<file path="src/rtl/bus_divider.sv">
// Multi-cycle restoring divider fed from the datapath bus; quotient -> Z low, remainder -> Z high.
// Define DIV_SIGNED_EN for two's-complement signed division; the default build divides unsigned.
module bus_divider #(
  parameter int WIDTH = 32
) (
  input  logic             clk,
  input  logic             clr_n,
  input  logic [WIDTH-1:0] bus_in,
  input  logic             y_in,
  input  logic             start,
  output logic             busy,
  output logic             done,
  output logic             div_by_zero,
  output logic [WIDTH-1:0] z_low,
  output logic [WIDTH-1:0] z_high
);

  typedef enum logic [1:0] {IDLE, RUN, FIX, DONE} state_t;

  localparam int CW = $clog2(WIDTH) + 1;
  localparam logic [CW-1:0] LAST_ITER = CW'(WIDTH - 1);

  state_t           state_q, state_d;
  logic [WIDTH-1:0] y_q, y_d;
  logic [WIDTH-1:0] d_q, d_d;
  logic [WIDTH-1:0] rem_q, rem_d;
  logic [WIDTH-1:0] quo_q, quo_d;
  logic [CW-1:0]    cnt_q, cnt_d;
  logic             busy_q, busy_d;
  logic             done_q, done_d;
  logic             dz_q, dz_d;
  logic [WIDTH-1:0] zl_q, zl_d;
  logic [WIDTH-1:0] zh_q, zh_d;

  logic [WIDTH-1:0] div_mag;
  logic [WIDTH:0]   rem_shift;
  logic             take;

`ifdef DIV_SIGNED_EN
  logic [WIDTH-1:0] dmag_q, dmag_d;
  logic             y_neg_q, y_neg_d;
  logic             d_neg_q, d_neg_d;

  function automatic logic [WIDTH-1:0] mag(input logic [WIDTH-1:0] v);
    return v[WIDTH-1] ? -v : v;
  endfunction

  assign div_mag = dmag_q;
`else
  assign div_mag = d_q;
`endif

  // Trial subtraction is one bit wider than the operands so the shifted-out bit is never lost.
  assign rem_shift = {rem_q, quo_q[WIDTH-1]};
  assign take      = (rem_shift >= {1'b0, div_mag});

  always_comb begin
    state_d = state_q;
    y_d     = y_q;
    d_d     = d_q;
    rem_d   = rem_q;
    quo_d   = quo_q;
    cnt_d   = cnt_q;
    busy_d  = busy_q;
    done_d  = done_q;
    dz_d    = dz_q;
    zl_d    = zl_q;
    zh_d    = zh_q;
`ifdef DIV_SIGNED_EN
    dmag_d  = dmag_q;
    y_neg_d = y_neg_q;
    d_neg_d = d_neg_q;
`endif

    case (state_q)
      IDLE: begin
        if (y_in) begin
          y_d = bus_in;
        end
        // Start reads the Y held before this edge, even when y_in reloads it simultaneously.
        if (start) begin
          d_d     = bus_in;
          dz_d    = 1'b0;
          rem_d   = '0;
          cnt_d   = '0;
          busy_d  = 1'b1;
          state_d = RUN;
`ifdef DIV_SIGNED_EN
          quo_d   = mag(y_q);
          dmag_d  = mag(bus_in);
          y_neg_d = y_q[WIDTH-1];
          d_neg_d = bus_in[WIDTH-1];
`else
          quo_d   = y_q;
`endif
        end
      end

      RUN: begin
        rem_d = take ? WIDTH'(rem_shift - {1'b0, div_mag}) : rem_shift[WIDTH-1:0];
        quo_d = {quo_q[WIDTH-2:0], take};
        cnt_d = cnt_q + CW'(1);
        if (cnt_q == LAST_ITER) begin
          state_d = FIX;
        end
      end

      FIX: begin
        done_d  = 1'b1;
        state_d = DONE;
        if (d_q == '0) begin
          zl_d = '1;
          zh_d = y_q;
          dz_d = 1'b1;
        end else begin
`ifdef DIV_SIGNED_EN
          // Truncating division: remainder follows the dividend's sign.
          zl_d = (y_neg_q ^ d_neg_q) ? -quo_q : quo_q;
          zh_d = y_neg_q ? -rem_q : rem_q;
`else
          zl_d = quo_q;
          zh_d = rem_q;
`endif
        end
      end

      DONE: begin
        done_d  = 1'b0;
        busy_d  = 1'b0;
        state_d = IDLE;
      end

      default: begin
        state_d = IDLE;
        busy_d  = 1'b0;
        done_d  = 1'b0;
      end
    endcase
  end

  always_ff @(posedge clk or negedge clr_n) begin
    if (!clr_n) begin
      state_q <= IDLE;
      y_q     <= '0;
      d_q     <= '0;
      rem_q   <= '0;
      quo_q   <= '0;
      cnt_q   <= '0;
      busy_q  <= 1'b0;
      done_q  <= 1'b0;
      dz_q    <= 1'b0;
      zl_q    <= '0;
      zh_q    <= '0;
    end else begin
      state_q <= state_d;
      y_q     <= y_d;
      d_q     <= d_d;
      rem_q   <= rem_d;
      quo_q   <= quo_d;
      cnt_q   <= cnt_d;
      busy_q  <= busy_d;
      done_q  <= done_d;
      dz_q    <= dz_d;
      zl_q    <= zl_d;
      zh_q    <= zh_d;
    end
  end

`ifdef DIV_SIGNED_EN
  always_ff @(posedge clk or negedge clr_n) begin
    if (!clr_n) begin
      dmag_q  <= '0;
      y_neg_q <= 1'b0;
      d_neg_q <= 1'b0;
    end else begin
      dmag_q  <= dmag_d;
      y_neg_q <= y_neg_d;
      d_neg_q <= d_neg_d;
    end
  end
`endif

  assign busy        = busy_q;
  assign done        = done_q;
  assign div_by_zero = dz_q;
  assign z_low       = zl_q;
  assign z_high      = zh_q;

endmodule

</file>
<file path="config.mk">
export PLATFORM = sky130hd
export DESIGN_NAME = bus_divider
export DESIGN_NICKNAME = d
export VERILOG_FILES = /design/src/rtl/bus_divider.sv
export SDC_FILE = /design/constraint.sdc
export NUM_CORES = 1
export LEC_CHECK = 0
export CAP_MARGIN = 40
export CORE_MARGIN = 2
export CORE_UTILIZATION = 45
export DETAILED_ROUTE_END_ITERATION = 12
export PLACE_DENSITY = 0.65
export SETUP_SLACK_MARGIN = 0.3
export SLEW_MARGIN = 20
export SYNTH_ARGS = -nofsm -noshare
export SYNTH_HDL_FRONTEND = slang
export SYNTH_SLANG_ARGS = --single-unit
</file>
<file path="constraint.sdc">
create_clock -name clk -period 3.3 [get_ports clk]
set_input_delay 0.33 -clock clk [delete_from_list [all_inputs] [get_ports clk]]
set_output_delay 0.33 -clock clk [all_outputs]
set_load 0.005 [all_outputs]
</file>
* Word level (Yosys, flattened, before mapping)
Cells that the tools add are included.
Word-level totals: register bits 203, bits in writable memories 0, bits of input ports 36, memories kept 0, bits in latches 0, output and inout port bits 67, logic and storage cells 51, ROM bits 0
Operators by class: div/mod/pow operators 0, mux-type cells 18, reduce and logical (&&, ||, !) cells 12, magnitude comparators 1, bitwise operators 0, equal/unequal tests 7, shifts and indexed selects 0, multipliers 0, add/sub/neg operators 2
Operators by type and width (number):
- $mux W32 | 5
- $pmux W32 S2 | 2
- $ge A33 B32 Y1 | 1
- $logic_not A32 Y1 | 1
- $sub A32 B32 Y32 | 1
- $pmux W6 S2 | 1
- $reduce_and A2 Y1 | 5
- $pmux W2 S4 | 1
- $reduce_bool A2 Y1 | 4
- $add A6 B1 Y6 const B | 1
- $eq A6 B5 Y1 const B | 1
- $mux W6 | 1
- $ne A2 B2 Y1 const B | 3
- $pmux W1 S2 | 3
- $eq A2 B2 Y1 const B | 2
- $mux W2 | 2
- $mux W1 | 3
- $reduce_and A3 Y1 | 1
- $eq A2 B1 Y1 const B | 1
- $logic_not A2 Y1 | 1

* Logic depth before layout (Yosys ltp)
depth in word-level cells 3, depth in mapped cells 13, depth with buffers taken out 11

* Worst setup path before layout
Ideal clock, no wire load.
path type reg-to-reg, start point reg rem_q[3], end point reg rem_q[25], period minus slack after synthesis 2587 ps, buffers on the path 1, required time 3208 ps, setup time 92 ps, slack 713 ps, cell stages (with the launch flop) 11, arrival time 2495 ps, path through dfrtp_1 ha_1 a21o_1 a221o_1 o211ai_2 a31oi_1 o31ai_4 nand2_4 buf_6 o21a_1 o31ai_2
Between the ends: cells in the longest elaborated chain, start to end 3, elaborated cells between the ends (all ways) 4, classes of those cells 1 x add/sub; 1 x order compare; 2 x mux
RTL lines:
- from (decl) | line 26 | logic [WIDTH-1:0] rem_q, rem_d;
- from (signal assigned) | line 158 | rem_q <= rem_d;
- $sub A32 B32 Y32 or $ge A33 B32 Y1 (tied branches) | line 100, 55
- $mux W32 * | line 100 | rem_d = take ? WIDTH'(rem_shift - {1'b0, div_mag}) : rem_shift[WIDTH-1:0];
- $pmux W32 S2 * | line 75 | case (state_q)
Every way passes the cells marked *; elsewhere a longest branch is shown, timed or not. A chain may end at the register's enable or synchronous reset.

* Final worst setup path
start point reg d_q[4], end point reg rem_q[25]
Between the ends: cells in the longest elaborated chain, start to end 3, elaborated cells between the ends (all ways) 4, classes of those cells 1 x add/sub; 1 x order compare; 2 x mux
RTL lines:
- from (decl) | line 25 | logic [WIDTH-1:0] d_q, d_d;
- from (signal assigned) | line 145 | d_q <= '0;
- from (signal assigned) | line 157 | d_q <= d_d;
- $sub A32 B32 Y32 or $ge A33 B32 Y1 (tied branches) | line 100, 55
- $mux W32 * | line 100
- $pmux W32 S2 * | line 75
Marked as above.

==> metrics <==
status=complete, no violations; Yosys cell types=a little over 60; Synth top area share=0.483; total length of routed wires=roughly 28,000 um; sequential area share after synthesis=0.483; total global routing overflow=0; Final setup viols=0; Hold Fails Final Rpt=0; placed cell areas=between 10,000 and 15,000 um2; Peak VDD IR=0.484 mV; Max Cap Violations=0; area leader, netlist=dfrtp_1; top-count cell post-synth=dfrtp_1; Ys Warns=0; worst min path class=in -> async; post-route cell area=12,900 um2; syn_nets=1,129; Inserted Clock Buffers=23; leakage power=roughly 5.6 nW; Main synth FF type=dfrtp_1; DRC errors left=0; met3 WL post-DR=~1600 um; share of layout cells above drive strength 1=0.145; wl on met1=around 14,000 um; vias in the first global route=8,076; element type at the critical path start=flip-flop; highest clock rate=0.346 GHz; Clock Sinks=~200; met2 WL post-DR=between 10,000 and 15,000 um; hpwl dp=about 20,000 um; Iter 0 DRT Violations=between 600 and 700; largest net degree at the start of global routing=94; mean post-synth cell area=9.97 um2; Max Clock Skew=0.0321 ns; number of synthesized flops with an enable pin=0; largest cells by area after synthesis=dfrtp_1 (48%), mux2i_1 (7.6%), mux2_2 (7.0%), a21oi_1 (5.1%), nor2_1 (4.6%); cell area after synthesis=between 10,000 and 15,000 um2; Final period util=0.875; Setup TNS Final=0 ns; Die X=about 160 um; Crit. End Element=flip-flop; max-slew violation count=0; antenna violations before repair=0; ant diodes=0; deepest clock path buffer count=3; DR WL/cell=approximately 19 um; Core Area=22,800 um2; Critical-path top delay cell=dfrtp_1; synthesized flop and latch total=roughly 200; crit-path cells=inv_1, ha_2, a21o_1, a221o_1, o211ai_2, a31oi_4, o31ai_4, buf_12, nand2_8, o21a_1, o31ai_2; asr flop ratio synth=1.00; Tmin final=approximately 2.9 ns; P&R area growth vs syn=23.0%; TritonCTS clock tree=done; power density over the cells=1190 nW/um2; Initial DRT Pass Iterations=5; first-pass GRT wire length=45,500 um; maximum fanout along the worst path=16; Via Count=around 8,200; clock latency at the later pin of the worst-skew pair=about 0.52 ns; CP max stage delay=between 0.3 and 0.4 ns; RSZ-0062 raised after global routing=true; Nets=around 1,200; DIE HEIGHT=about 160 um; port bufs=between 100 and 150; Post-Syn Instances=approximately 1,100; # rows=55; die area=between 20,000 and 25,000 um2; critical path class=reg -> reg; Initial Util=0.462; Arrival @ worst endpoint=around 3.3 ns; clock transition at the registers of the reported paths=0.07 ns; worst slew pin tran=0.817 ns; Final GP Congestion=around 0.95; Critical Path RT=3.72 ns; root buffer cell=clkbuf_16; total track usage=0.234; number of I/O pins=103; post-route antenna net violation count=0; Via density=between 5 and 6; H-tree lvl count=1; uppermost layer routed=met4; Post-synth top cells=dfrtp_1 (203), nor2_1 (128), a21oi_1 (108); Rel. slew slack=0.454
==> registers in the layout (all words and copies together) (netlist names) <==
register     count
d_q             32
quo_q           32
rem_q           32
y_q             32
z_high          32
z_low           32
cnt_q            6
state_q          2
busy             1
div_by_zero      1
done             1
==> cells in the final DEF, fill, tap and decap left out, types with 3 or more instances in the layout <==
cell type and instances:
a211oi_1 5, a21o_1 10, a21oi_1 107, a22o_1 5, a22oi_1 3, a32oi_1 11
and2_1 3, buf_12 7, buf_4 21, bufinv_16 3, clkbuf_16 23, clkbuf_8 3
clkdlybuf4s50_1 101, clkinv_2 7, dfrtp_1 203, ha_1 23, ha_2 10, ha_4 4
inv_1 42, inv_6 3, mux2_2 65, mux2i_1 79, nand2_1 84, nand2b_1 5
nand3_1 16, nand4_1 14, nor2_1 127, nor2b_1 5, nor4_1 8, o21a_1 5
o21ai_0 59, o21ai_1 22, o21bai_1 3, or3_1 3, xnor2_1 11, xor2_1 15
==> power breakdown <==
group	switching (mW)	internal [mW]	total, mW
registers	1.10	3.72	4.82
logic	4.23	3.69	7.92
clock network	1.07	1.57	2.64
==> final cells by class <==
cell class / instances / area [um2]
fill: 1975 / 9840
timing repair buffer: 132 / 1340
clock inverter: 15 / 170
inverter: 42 / 158
multi-input combinational: 750 / 5180
clock buffer: 27 / 611
sequential: 203 / 5080
tap: 313 / 392
==> worst paths after layout <==
| path | start | endpoint | slack, ns | cells past startpoint |
|---|---|---|---|---|
| setup / recovery | d_q[4] | rem_q[25] | 0.41 | 11 |
| hold reg to reg | done | done | 0.49 | 2 |
| max in group asynchronous | clr_n | z_high[19] | 2.02 | 3 |
| hold / removal | clr_n | rem_q[7] | 0.43 | 2 |
| min in group clk | bus_in[7] | y_q[7] | 0.47 | 2 |
| setup reg to reg | d_q[4] | rem_q[25] | 0.41 | 11 |
==> kinds of logic after synthesis <==
| kind of cell | share of synthesized area |
|---|---|
| adder cells (fa/ha/maj) | 0.0459 |
| AND/OR/NAND/NOR | 0.118 |
| flip-flops | 0.483 |
| XOR/XNOR | 0.0217 |
| AO/OA/AOI/OAI | 0.146 |
| buffers and inverters | 0.0397 |
| multiplexers | 0.146 |
==> worst max-delay path, delay by kind of cell, from the launching register on <==
family / cells / cell delay (ns)
compound gates: 7 / 1.72
flops: 1 / 0.39
fa+ha+maj: 1 / 0.30
buf+inv: 2 / 0.23
simple gates: 1 / 0.12
==> timing repair <==
action | CTS | global route
endpoints found under the setup margin | 14 | 33
cloned | 0 | 0
endpoints found under the hold margin | 89 | 0
hold buffers | 1 | 0
pin swaps | 1 | 6
buffers inserted | 2 | 2
resized for setup | 1 | 28
==> stage by stage <==
| stage | instances | util | power [mW] | worst slack, ns | hold WS, ns |
|---|---|---|---|---|---|
| after global routing | 1482 | 0.568 | 16.6 | 0.258 | 0.464 |
| final | 1482 | 0.568 | 15.4 | 0.413 | 0.429 |
| after detailed placement | 1435 | 0.525 | 12.4 | 0.242 | 0.451 |
| after floorplan | 1055 | - | 9.70 | 0.713 | 0.0344 |
| after CTS | 1480 | 0.561 | 15.2 | 0.339 | 0.456 |
| after global placement | 1435 | 0.525 | 12.4 | 0.279 | 0.451 |
==> routing by layer <==
metal	GRT usage	up-vias
met5	0	-
met4	0.0520	0
met3	0.0338	40
met2	0.340	249
met1	0.368	4022
li1	-	3920
(Power assumes the default switching activity.)
